==> src/rtl/mpy_pkg.sv <==
// Shared types and helpers for the multiplier accumulate path.
// sat_add works on a fixed wide container so one function serves any ACC_W below that width.
package mpy_pkg;

    typedef enum logic {
        ACC  = 1'b0,
        HOLD = 1'b1
    } acc_state_t;

    localparam int MPY_IN_W      = 64;
    localparam int MPY_ACC_W_DEF = 72;
    localparam int SAT_ADD_MAX_W = 128;

    typedef struct packed {
        logic [SAT_ADD_MAX_W-1:0] sum;
        logic                     ovf;
    } sat_add_t;

    // Operands and result occupy the low w bits; higher bits are ignored on input and zero on output.
    function automatic sat_add_t sat_add(input logic [SAT_ADD_MAX_W-1:0] a,
                                         input logic [SAT_ADD_MAX_W-1:0] b,
                                         input int                       w,
                                         input logic                     sat);
        sat_add_t                 r;
        logic [SAT_ADD_MAX_W-1:0] one;
        logic [SAT_ADD_MAX_W-1:0] mask;
        logic [SAT_ADD_MAX_W-1:0] sbit;
        logic [SAT_ADD_MAX_W-1:0] s;
        logic                     sa;
        logic                     sb;
        logic                     ss;
        one   = {{(SAT_ADD_MAX_W-1){1'b0}}, 1'b1};
        mask  = (w >= SAT_ADD_MAX_W) ? '1 : ((one << w) - one);
        sbit  = one << (w - 1);
        s     = (a + b) & mask;
        sa    = |(a & sbit);
        sb    = |(b & sbit);
        ss    = |(s & sbit);
        r.ovf = (sa == sb) && (ss != sa);
        r.sum = s;
        if (r.ovf && sat) begin
            r.sum = sa ? sbit : (mask >> 1);
        end
        return r;
    endfunction

endpackage

==> src/rtl/mpy_accumulator_sat_adder.sv <==
// W-bit signed adder with overflow detect and optional clamp to the signed range.
module sat_adder
    import mpy_pkg::*;
#(
    parameter int W   = MPY_ACC_W_DEF,
    parameter bit SAT = 1'b1
) (
    input  logic [W-1:0] a_i,
    input  logic [W-1:0] b_i,
    output logic [W-1:0] sum_o,
    output logic         ovf_o
);

    sat_add_t res;
    logic     unused_hi;

    if (W >= SAT_ADD_MAX_W) begin : g_bad_w
        $error("sat_adder: W must be below SAT_ADD_MAX_W");
    end

    always_comb begin
        res = sat_add(SAT_ADD_MAX_W'(a_i), SAT_ADD_MAX_W'(b_i), W, SAT);
    end

    assign sum_o     = res.sum[W-1:0];
    assign ovf_o     = res.ovf;
    assign unused_hi = ^res.sum[SAT_ADD_MAX_W-1:W];

endmodule

==> src/rtl/mpy_accumulator.sv <==
// Group accumulator behind the Booth multiplier: sums up to LEN signed products per group
// and holds each finished sum, its sticky overflow and its beat count on a valid/ready port.
module mpy_accumulator
    import mpy_pkg::*;
#(
    parameter int IN_W  = MPY_IN_W,
    parameter int ACC_W = MPY_ACC_W_DEF,
    parameter int LEN   = 16,
    parameter int SAT   = 1
) (
    input  logic                     clk,
    input  logic                     rst_n,
    input  logic                     clr,
    input  logic                     in_valid,
    output logic                     in_ready,
    input  logic [IN_W-1:0]          in_data,
    input  logic                     in_last,
    output logic                     out_valid,
    input  logic                     out_ready,
    output logic [ACC_W-1:0]         out_data,
    output logic                     out_ovf,
    output logic [$clog2(LEN+1)-1:0] out_cnt
);

    localparam int CNT_W = $clog2(LEN+1);

    acc_state_t       state_q, state_d;
    logic [ACC_W-1:0] acc_q, acc_d;
    logic [CNT_W-1:0] cnt_q, cnt_d;
    logic             ovf_q, ovf_d;
    logic [ACC_W-1:0] out_data_q, out_data_d;
    logic             out_ovf_q, out_ovf_d;
    logic [CNT_W-1:0] out_cnt_q, out_cnt_d;

    logic [ACC_W-1:0] in_sext;
    logic [ACC_W-1:0] add_sum;
    logic             add_ovf;
    logic [CNT_W-1:0] cnt_inc;
    logic             group_done;

    if (ACC_W <= IN_W) begin : g_bad_acc_w
        $error("mpy_accumulator: ACC_W must exceed IN_W");
    end
    if (LEN < 1) begin : g_bad_len
        $error("mpy_accumulator: LEN must be at least 1");
    end

    assign in_sext = {{(ACC_W-IN_W){in_data[IN_W-1]}}, in_data};

    // A clamped sum is written back to acc, so later beats keep adding to the clamp value.
    sat_adder #(
        .W   (ACC_W),
        .SAT (SAT != 0)
    ) u_add (
        .a_i   (acc_q),
        .b_i   (in_sext),
        .sum_o (add_sum),
        .ovf_o (add_ovf)
    );

    assign cnt_inc    = cnt_q + CNT_W'(1);
    assign group_done = in_last || (cnt_inc == CNT_W'(LEN));

    always_comb begin
        state_d    = state_q;
        acc_d      = acc_q;
        cnt_d      = cnt_q;
        ovf_d      = ovf_q;
        out_data_d = out_data_q;
        out_ovf_d  = out_ovf_q;
        out_cnt_d  = out_cnt_q;
        if (clr) begin
            state_d = ACC;
            acc_d   = '0;
            cnt_d   = '0;
            ovf_d   = 1'b0;
        end else begin
            case (state_q)
                ACC: begin
                    if (in_valid) begin
                        acc_d = add_sum;
                        cnt_d = cnt_inc;
                        ovf_d = ovf_q | add_ovf;
                        if (group_done) begin
                            state_d    = HOLD;
                            out_data_d = add_sum;
                            out_ovf_d  = ovf_q | add_ovf;
                            out_cnt_d  = cnt_inc;
                        end
                    end
                end
                HOLD: begin
                    if (out_ready) begin
                        state_d = ACC;
                        acc_d   = '0;
                        cnt_d   = '0;
                        ovf_d   = 1'b0;
                    end
                end
                default: state_d = ACC;
            endcase
        end
    end

    always_ff @(posedge clk or negedge rst_n) begin
        if (!rst_n) begin
            state_q    <= ACC;
            acc_q      <= '0;
            cnt_q      <= '0;
            ovf_q      <= 1'b0;
            out_data_q <= '0;
            out_ovf_q  <= 1'b0;
            out_cnt_q  <= '0;
        end else begin
            state_q    <= state_d;
            acc_q      <= acc_d;
            cnt_q      <= cnt_d;
            ovf_q      <= ovf_d;
            out_data_q <= out_data_d;
            out_ovf_q  <= out_ovf_d;
            out_cnt_q  <= out_cnt_d;
        end
    end

    assign in_ready  = (state_q == ACC);
    assign out_valid = (state_q == HOLD);
    assign out_data  = out_data_q;
    assign out_ovf   = out_ovf_q;
    assign out_cnt   = out_cnt_q;

endmodule

==> config.mk <==
export PLATFORM = sky130hd
export DESIGN_NAME = mpy_accumulator
export DESIGN_NICKNAME = d
export VERILOG_FILES = /design/src/rtl/mpy_pkg.sv /design/src/rtl/mpy_accumulator_sat_adder.sv /design/src/rtl/mpy_accumulator.sv
export SDC_FILE = /design/constraint.sdc
export NUM_CORES = 1
export LEC_CHECK = 0
export ABC_AREA = 1
export CELL_PAD_IN_SITES_DETAIL_PLACEMENT = 1
export CELL_PAD_IN_SITES_GLOBAL_PLACEMENT = 2
export CORE_UTILIZATION = 31
export CTS_CLUSTER_SIZE = 8
export DETAILED_ROUTE_END_ITERATION = 8
export PLACE_DENSITY = 0.9
export SYNTH_ARGS = -nofsm -noshare
export SYNTH_HDL_FRONTEND = slang
export SYNTH_SLANG_ARGS = --single-unit
==> constraint.sdc <==
create_clock -name clk -period 2.8 [get_ports clk]
set_input_delay 0.56 -clock clk [delete_from_list [all_inputs] [get_ports clk]]
set_output_delay 0.56 -clock clk [all_outputs]
set_load 0.01 [all_outputs]
==> flow_summary_export.csv, run 1 <==
group,metric,value,unit
synth,synth_fp_nets,2332,
global_route,grt_first_pass_wirelength,90100,um
setup_path,worst_setup_path_end_kind,"flip-flop",
clock_tree,cts.sinks,157,
global_route,grt_overflow_total,0,
routing,dr_iter_0_viols,738,
setup_path,slowest_delay,0.27,ns
setup_path,critical_path_class,"in -> reg",
clock_tree,clock_latency,0.50,ns
routing,drt-vias-per-instance,4.75,
die,initial_standard_cell_utilization_of_the_core,0.316,
timing,finalHoldViolCount,0,
setup_path,critical-path-slowest-cell,"dlygate4sd2_1",
pwr,cellLeakagePower,10.9,nW
setup_path,critPathArrivalTime,3.15,ns
timing,max_slew.worst_pin.slew,0.516,ns
synth,number_of_synthesized_register_bits,157,
clock_tree,cts.path.max_buffers,2,
routing,drt-pass1-iter-count,4,
timing,setup_viol_count_final,0,
setup_path,start_kind,"input port",
global_route,met1_use_gr,0.366,
finish,final_core_util,0.465,
synth,synth_cells,2188,
timing,final_count_of_pins_violating_max_slew,0,
placement,pre_cts_ws,-0.768,ns
synth,synth-seq-area-share,0.296,
timing,slew-limit-headroom,0.656,
die,die_height,209,um
global_route,grtUsageMet2,0.450,
finish,multiInputGateArea,8800,um^2
die,dieArea,43600,um^2
finish,post_layout_nonfiller_instances,3195,
clock_tree,ctsHtreeMaxLevel,4,
setup_path,cells_traversed_along_the_worst_timing_path,"dlygate4sd2_1, buf_6, ha_4, inv_1, o21ai_0, nor2_2, nor2_1, nor2_2, nand2_2, a21oi_4, buf_6, nand2_8, nand2_4, nand2_8, buf_12, buf_4, nand2_2, nand2_1, nand2_2, nand2_1",
global_route,largest_net_degree_at_the_start_of_global_routing,82,
pwr,design_power_total,0.0126,W
clock_tree,cts-buffers-inserted,17,
placement,dp_cells,3149,
die,num_io_pins,150,
pwr,worst_ir_drop_vdd,0.000586,V
timing,fin_crit,2.76,ns
timing,post-route-worst-setup-slack,0.0395,ns
clock_tree,clk_pin_slew,0.06,ns
setup_path,cpMostUsedCell,"nand2_2",
min_path,hold_path_class,"reg -> reg",
die,die_width,209,um
setup_path,critical_path.max_fanout,5,
placement,gp_routability_congestion,0.960,
synth,yosysWarnings,0,
finish,n_antenna_cell,0,
finish,design_area,19500,um^2
placement,dp_hpwl,47000,um
routing,wirelength,59000,um
finish,layout.filler_cells,5519,
finish,syn_to_final_growth,47.3,%
routing,drc,0,
synth,syn_area,13300,um^2
outcome,run_status,"complete, no violations",
global_route,grt_pass1_vias,15971,
placement,placement.cell_area,17800,um^2
setup_path,cp_data_required_time,3.19,ns
timing,final_min_period_over_clock_period,0.986,
finish,final_layout_size_suffix_gt1_frac,0.226,
placement,number_of_input_and_output_port_buffers_inserted,149,
global_route,global_routing_s_busiest_layer,"met2",
global_route,grt_antenna_before_repair,0,
routing,route.detailed.wl_per_inst,18.5,um
global_route,grt.met3_usage,0.0370,
finish,layout.area.seq,3930,um^2
clock_tree,ctsRootBufferMaster,"clkbuf_16",
clock_tree,clock_tree_from_tritoncts,"done",
timing,fin_skew,0.0105,ns
timing,timing.fmax,0.362,GHz
global_route,track_usage,0.271,
routing,vias,15176,
flow_run,cap_violations,0,
synth,avgSynthCellArea,6.06,um^2
die,rows,75,
routing,postRouteAntennaNets,0,
die,core_area,42000,um^2
pwr,power_density_of_the_placed_cells,644,nW/um^2
synth,synthDistinctLibCells,47,
finish,design.final.nets,2789,
[sequential cells by signal, indices dropped and copies added, names as in the netlist]
name and count:
acc_q 72, cnt_q 5, out_cnt 5, out_data 72, out_ovf 1, out_valid 1
ovf_q 1
[per-stage QoR]
stage          hold slack (ns)  setup TNS [ns]
3_5_place_dp             0.466          -91.37
4_1_cts                  0.486               0
6_report                 0.481               0
2_1_floorplan            0.264               0
5_1_grt                  0.500          -0.316
3_3_place_gp             0.461          -84.33
[cell usage in the layout (no fill, tap or decap), types with 3 or more instances in the layout]
cell and n:
nand2_1 1048, inv_1 323, buf_4 312, dfrtp_1 157
clkdlybuf4s50_1 136, nor2_1 111, nand2_2 66, nand3_1 58
a21oi_1 45, ha_4 38, xnor2_1 34, o21ai_2 32
ha_1 32, o21ai_0 24, nor2_2 23, a21oi_2 19
clkbuf_16 17, nand3b_1 15, buf_12 15, nor3_1 13
o21ai_1 11, dlymetal6s2s_1 11, nand3_2 10, nor2_4 9
o21bai_1 8, xor2_1 7, or2_2 7, nand2_4 5
bufinv_16 5, inv_2 4, o21a_1 4, clkinv_2 4
buf_6 4, a21oi_4 3, nand3_4 3, nand2_8 3
ha_2 3
[cell families after synthesis]
kind of cell	synth area share
AND/OR/NAND/NOR	0.421
XOR/XNOR	0.0277
buffers and inverters	0.112
AO/OA/AOI/OAI	0.0721
flip-flops	0.296
adder cells (fa/ha/maj)	0.0704
[Yosys cell counts (all sizes together)]
| cell | n | share of area |
|---|---|---|
| or2 | 8 | 0.0038 |
| a31oi | 1 | 0.00047 |
| nor4 | 4 | 0.0019 |
| o21bai | 9 | 0.0051 |
| nor2 | 143 | 0.042 |
| o21a | 4 | 0.0023 |
| o21ai | 69 | 0.035 |
| xnor2 | 35 | 0.023 |
| nand3b | 15 | 0.0085 |
| nand4 | 2 | 0.00094 |
| fa | 1 | 0.0015 |
| a21o | 2 | 0.0011 |
| dfrtp | 157 | 0.30 |
| nor3 | 17 | 0.0076 |
| ha | 73 | 0.069 |
| inv | 328 | 0.093 |
| a31o | 1 | 0.00066 |
| a21boi | 2 | 0.0011 |
| nand3 | 71 | 0.028 |
| or3 | 1 | 0.00047 |
| nand2 | 1122 | 0.33 |
| a21oi | 67 | 0.026 |
| clkinv | 1 | 0.00028 |
| clkbuf | 22 | 0.0062 |
| and3 | 2 | 0.00094 |
| and2 | 1 | 0.00047 |
| buf | 22 | 0.013 |
| a22o | 1 | 0.00066 |
| xor2 | 7 | 0.0046 |
[what timing repair did]
item / 4_1_cts / 5_1_grt
cloned: 3 / 0
hold endpoints to repair: 18 / 0
gates resized for setup: 29 / 152
pin swaps: 3 / 31
buffers inserted: 6 / 6
setup endpoints to repair: 144 / 143
hold buffers: 1 / 0
[final timing paths]
kind	end	cells after the start	start	slack, ns
worst max-delay path	out_data[60]	20	in_data[63]	0.04
worst min-delay path	out_data[40]	2	out_data[40]	0.48
worst max register to register	out_data[60]	18	acc_q[66]	0.13
worst min register to register	out_data[40]	2	out_data[40]	0.48
max in group asynchronous	out_data[44]	3	rst_n	1.47
min in group asynchronous	out_data[8]	2	rst_n	0.57
[worst max-delay path: cells and delay by family]
| family | cells | cell delay (ns) |
|---|---|---|
| buffers and inverters | 6 | 0.94 |
| AO/OA/AOI/OAI | 2 | 0.34 |
| adder cells (fa/ha/maj) | 1 | 0.25 |
| AND/OR/NAND/NOR | 11 | 1.05 |
[cell type report]
type                       instances  area share
clock buffer                      18      0.0225
clock inverter                    12     0.00999
sequential                       157       0.201
inverter                         329      0.0633
timing repair buffer             482       0.218
tap                              539      0.0345
multi-input combinational       1658       0.450
[layer usage]
metal / routed length, um / vias up / share of wire
met5: 0 / - / 0
met4: 1030 / 0 / 0.017
met3: 1670 / 46 / 0.028
met2: 28000 / 212 / 0.48
met1: 28300 / 7409 / 0.48
li1: - / 7509 / -
[power by group]
part / total [W] / switching (W) / internal (W)
clock network: 0.00263 / 0.00105 / 0.00158
logic: 0.00674 / 0.00361 / 0.00312
registers: 0.00321 / 0.000392 / 0.00282
total: 0.0126 / 0.00505 / 0.00753
Power figures use the tool's default switching activity.
==> run 2: changes to the inputs <==
Settings changed: CTS_CLUSTER_SIZE 8 to unset.
==> results of run 2 <==
No change in the layout: final DEF, timing and power equal those of run 1.
==> run 3: changes to the inputs <==
Settings changed: PLACE_DENSITY 0.9 to unset, PLACE_DENSITY_LB_ADDON set to 0.1.
==> run 3 against run 2 <==
  * Worst hold slack about the same
  * Total power is 0.14% higher
  * Largest power group unchanged
  * Combinational power increased by 2%
  * Non-clock buffer count is 55 higher
  * Critical path depth decreased by 4
  * Critical endpoint is now acc_q[35]
  * Sequential power about the same
  * Setup slack improved by 0.0050 ns
  * Utilization increased by 1.2 points
  * Clock skew up 0.0031 ns
==> flow_summary_export.csv, run 3 (synthesis gave the netlist of run 1 again) <==
group,metric,value,unit
outcome,run_status,"complete, no violations",
die,initial_standard_cell_utilization_of_the_core,0.316,
routing,route.detailed.wl_per_inst,18.2,um
setup_path,timing.reg2reg.setup_slack,0.17,ns
setup_path,cp_data_required_time,3.19,ns
finish,syn_to_final_growth,51.0,%
global_route,largest_net_degree_at_the_start_of_global_routing,78,
finish,layout.filler_cells,5479,
global_route,grt_pass1_vias,15864,
timing,setup_viol_count_final,0,
die,rows,75,
setup_path,critical_path_class,"in -> reg",
pwr,cellLeakagePower,11.2,nW
finish,top_library_cells_by_usage_in_the_layout_fill_and_taps_aside,"1041 x nand2_1, 362 x buf_4, 320 x inv_1",
routing,drc,0,
setup_path,startpoint,"in_data[43]",
routing,drt-pass1-iter-count,6,
setup_path,critical_path.max_fanout,8,
pwr,design_power_total,0.0126,W
timing,grt_setup_unrepaired,"true",
global_route,grt_antenna_before_repair,1,
setup_path,worstSetupEndpoint,"acc_q[35]",
timing,timing.fmax,0.363,GHz
die,dieArea,43600,um^2
global_route,grt_first_pass_wirelength,89800,um
finish,design.final.nets,2844,
timing,final_min_period_over_clock_period,0.984,
die,die_height,209,um
die,core_area,42000,um^2
setup_path,critPathArrivalTime,3.14,ns
global_route,track_usage,0.271,
finish,layout.area.seq,3930,um^2
timing,fin_crit,2.76,ns
finish,final_common_cell,"nand2_1",
pwr,power_density_of_the_placed_cells,629,nW/um^2
timing,max_slew.worst_pin.slew,0.513,ns
setup_path,start_kind,"input port",
finish,n_antenna_cell,0,
clock_tree,clock_latency,0.50,ns
setup_path,timing.rr.start,"acc_q[40]",
placement,placement.cell_area,18200,um^2
finish,design_area,20000,um^2
finish,multiInputGateArea,8820,um^2
die,num_io_pins,150,
timing,final_count_of_pins_violating_max_slew,0,
clock_tree,ctsHtreeMaxLevel,4,
routing,wirelength,59200,um
setup_path,slowest_delay,0.51,ns
routing,dr_iter_0_viols,830,
min_path,hold_path_class,"reg -> reg",
timing,finalHoldViolCount,0,
clock_tree,cts-buffers-inserted,17,
setup_path,cells_traversed_along_the_worst_timing_path,"clkdlybuf4s50_1, ha_4, nand2_1, nor2_4, buf_4, a21oi_4, o21ai_1, buf_4, a21oi_4, nand2_4, nand2_8, buf_12, buf_4, o21ai_2, nand2_1, nand2_1",
routing,vias,15220,
timing,slew-limit-headroom,0.658,
placement,dp_hpwl,47100,um
setup_path,worst_setup_path_end_kind,"flip-flop",
placement,number_of_input_and_output_port_buffers_inserted,149,
placement,gp_routability_congestion,0.904,
setup_path,worst_r2r_endpoint,"acc_q[35]",
die,die_width,209,um
flow_run,cap_violations,0,
routing,drt-vias-per-instance,4.68,
clock_tree,ctsRootBufferMaster,"clkbuf_16",
routing,postRouteAntennaNets,0,
clock_tree,cts.path.max_buffers,2,
clock_tree,cts.sinks,157,
global_route,grt_overflow_total,0,
timing,fin_skew,0.0135,ns
clock_tree,clock_tree_from_tritoncts,"done",
setup_path,critical-path-slowest-cell,"clkdlybuf4s50_1",
clock_tree,clk_pin_slew,0.07,ns
finish,final_layout_size_suffix_gt1_frac,0.249,
setup_path,worst_r2r_path_depth,16,
pwr,worst_ir_drop_vdd,0.000504,V
## run 3: worst max-delay path, delay by kind of cell
kind | cells | cell delay [ns]
compound gates | 4 | 0.61
buf+inv | 5 | 1.15
simple gates | 6 | 0.59
fa+ha+maj | 1 | 0.22
## run 3: area by class of cell
| class | instances | area share |
|---|---|---|
| repair buffers | 537 | 0.237 |
| clock buffers | 21 | 0.0235 |
| flip-flops and latches | 157 | 0.196 |
| multi-input cells | 1658 | 0.440 |
| inverters | 329 | 0.0621 |
| clock inverters | 11 | 0.00768 |
| well taps | 539 | 0.0337 |
## run 3: worst min path at each step
stage,to,cells after the start,startpoint,slack [ns]
after CTS,out_data[28],2,out_data[28],0.49
after global routing,out_data[51],2,out_data[51],0.50
after detailed placement,out_data[28],2,out_data[28],0.47
after global placement,out_data[41],2,out_data[41],0.46
after floorplan,acc_q[0],0,rst_n,0.26
final,out_data[36],2,out_data[36],0.48
## run 3: through the flow
stage          hold WS, ns   util  worst slack [ns]  cells  setup TNS, ns
6_report             0.481  0.477            0.0445   3252              0
5_1_grt              0.499  0.477           -0.0411   3252         -0.357
4_1_cts              0.486  0.451           0.00196   3240              0
3_5_place_dp         0.467  0.432            -0.852   3201        -104.28
3_3_place_gp         0.463  0.432            -0.737   3201         -91.71
2_1_floorplan        0.264      -             0.433   2188              0
## run 3: where the power goes
part           leakage, nW  switching, W  internal [W]
logic                 8.84       0.00365       0.00320
registers             2.04      0.000374       0.00282
clock network        0.301       0.00108       0.00148
## run 3: metal layers
| layer | GRT usage | up-vias | part of all wire |
|---|---|---|---|
| li1 | - | 7628 | - |
| met1 | 0.380 | 7324 | 0.49 |
| met2 | 0.433 | 218 | 0.46 |
| met3 | 0.0403 | 50 | 0.033 |
| met4 | 0.0685 | 0 | 0.018 |
| met5 | 0 | - | 0 |
## run 3: timing repair
action                     4_1_cts  5_1_grt
resized for setup               28      176
hold endpoints to repair        30        0
setup endpoints to repair      144      142
cloned                           1        4
pin swaps                        9       32
hold buffers                     1        0
buffers inserted                 5        8
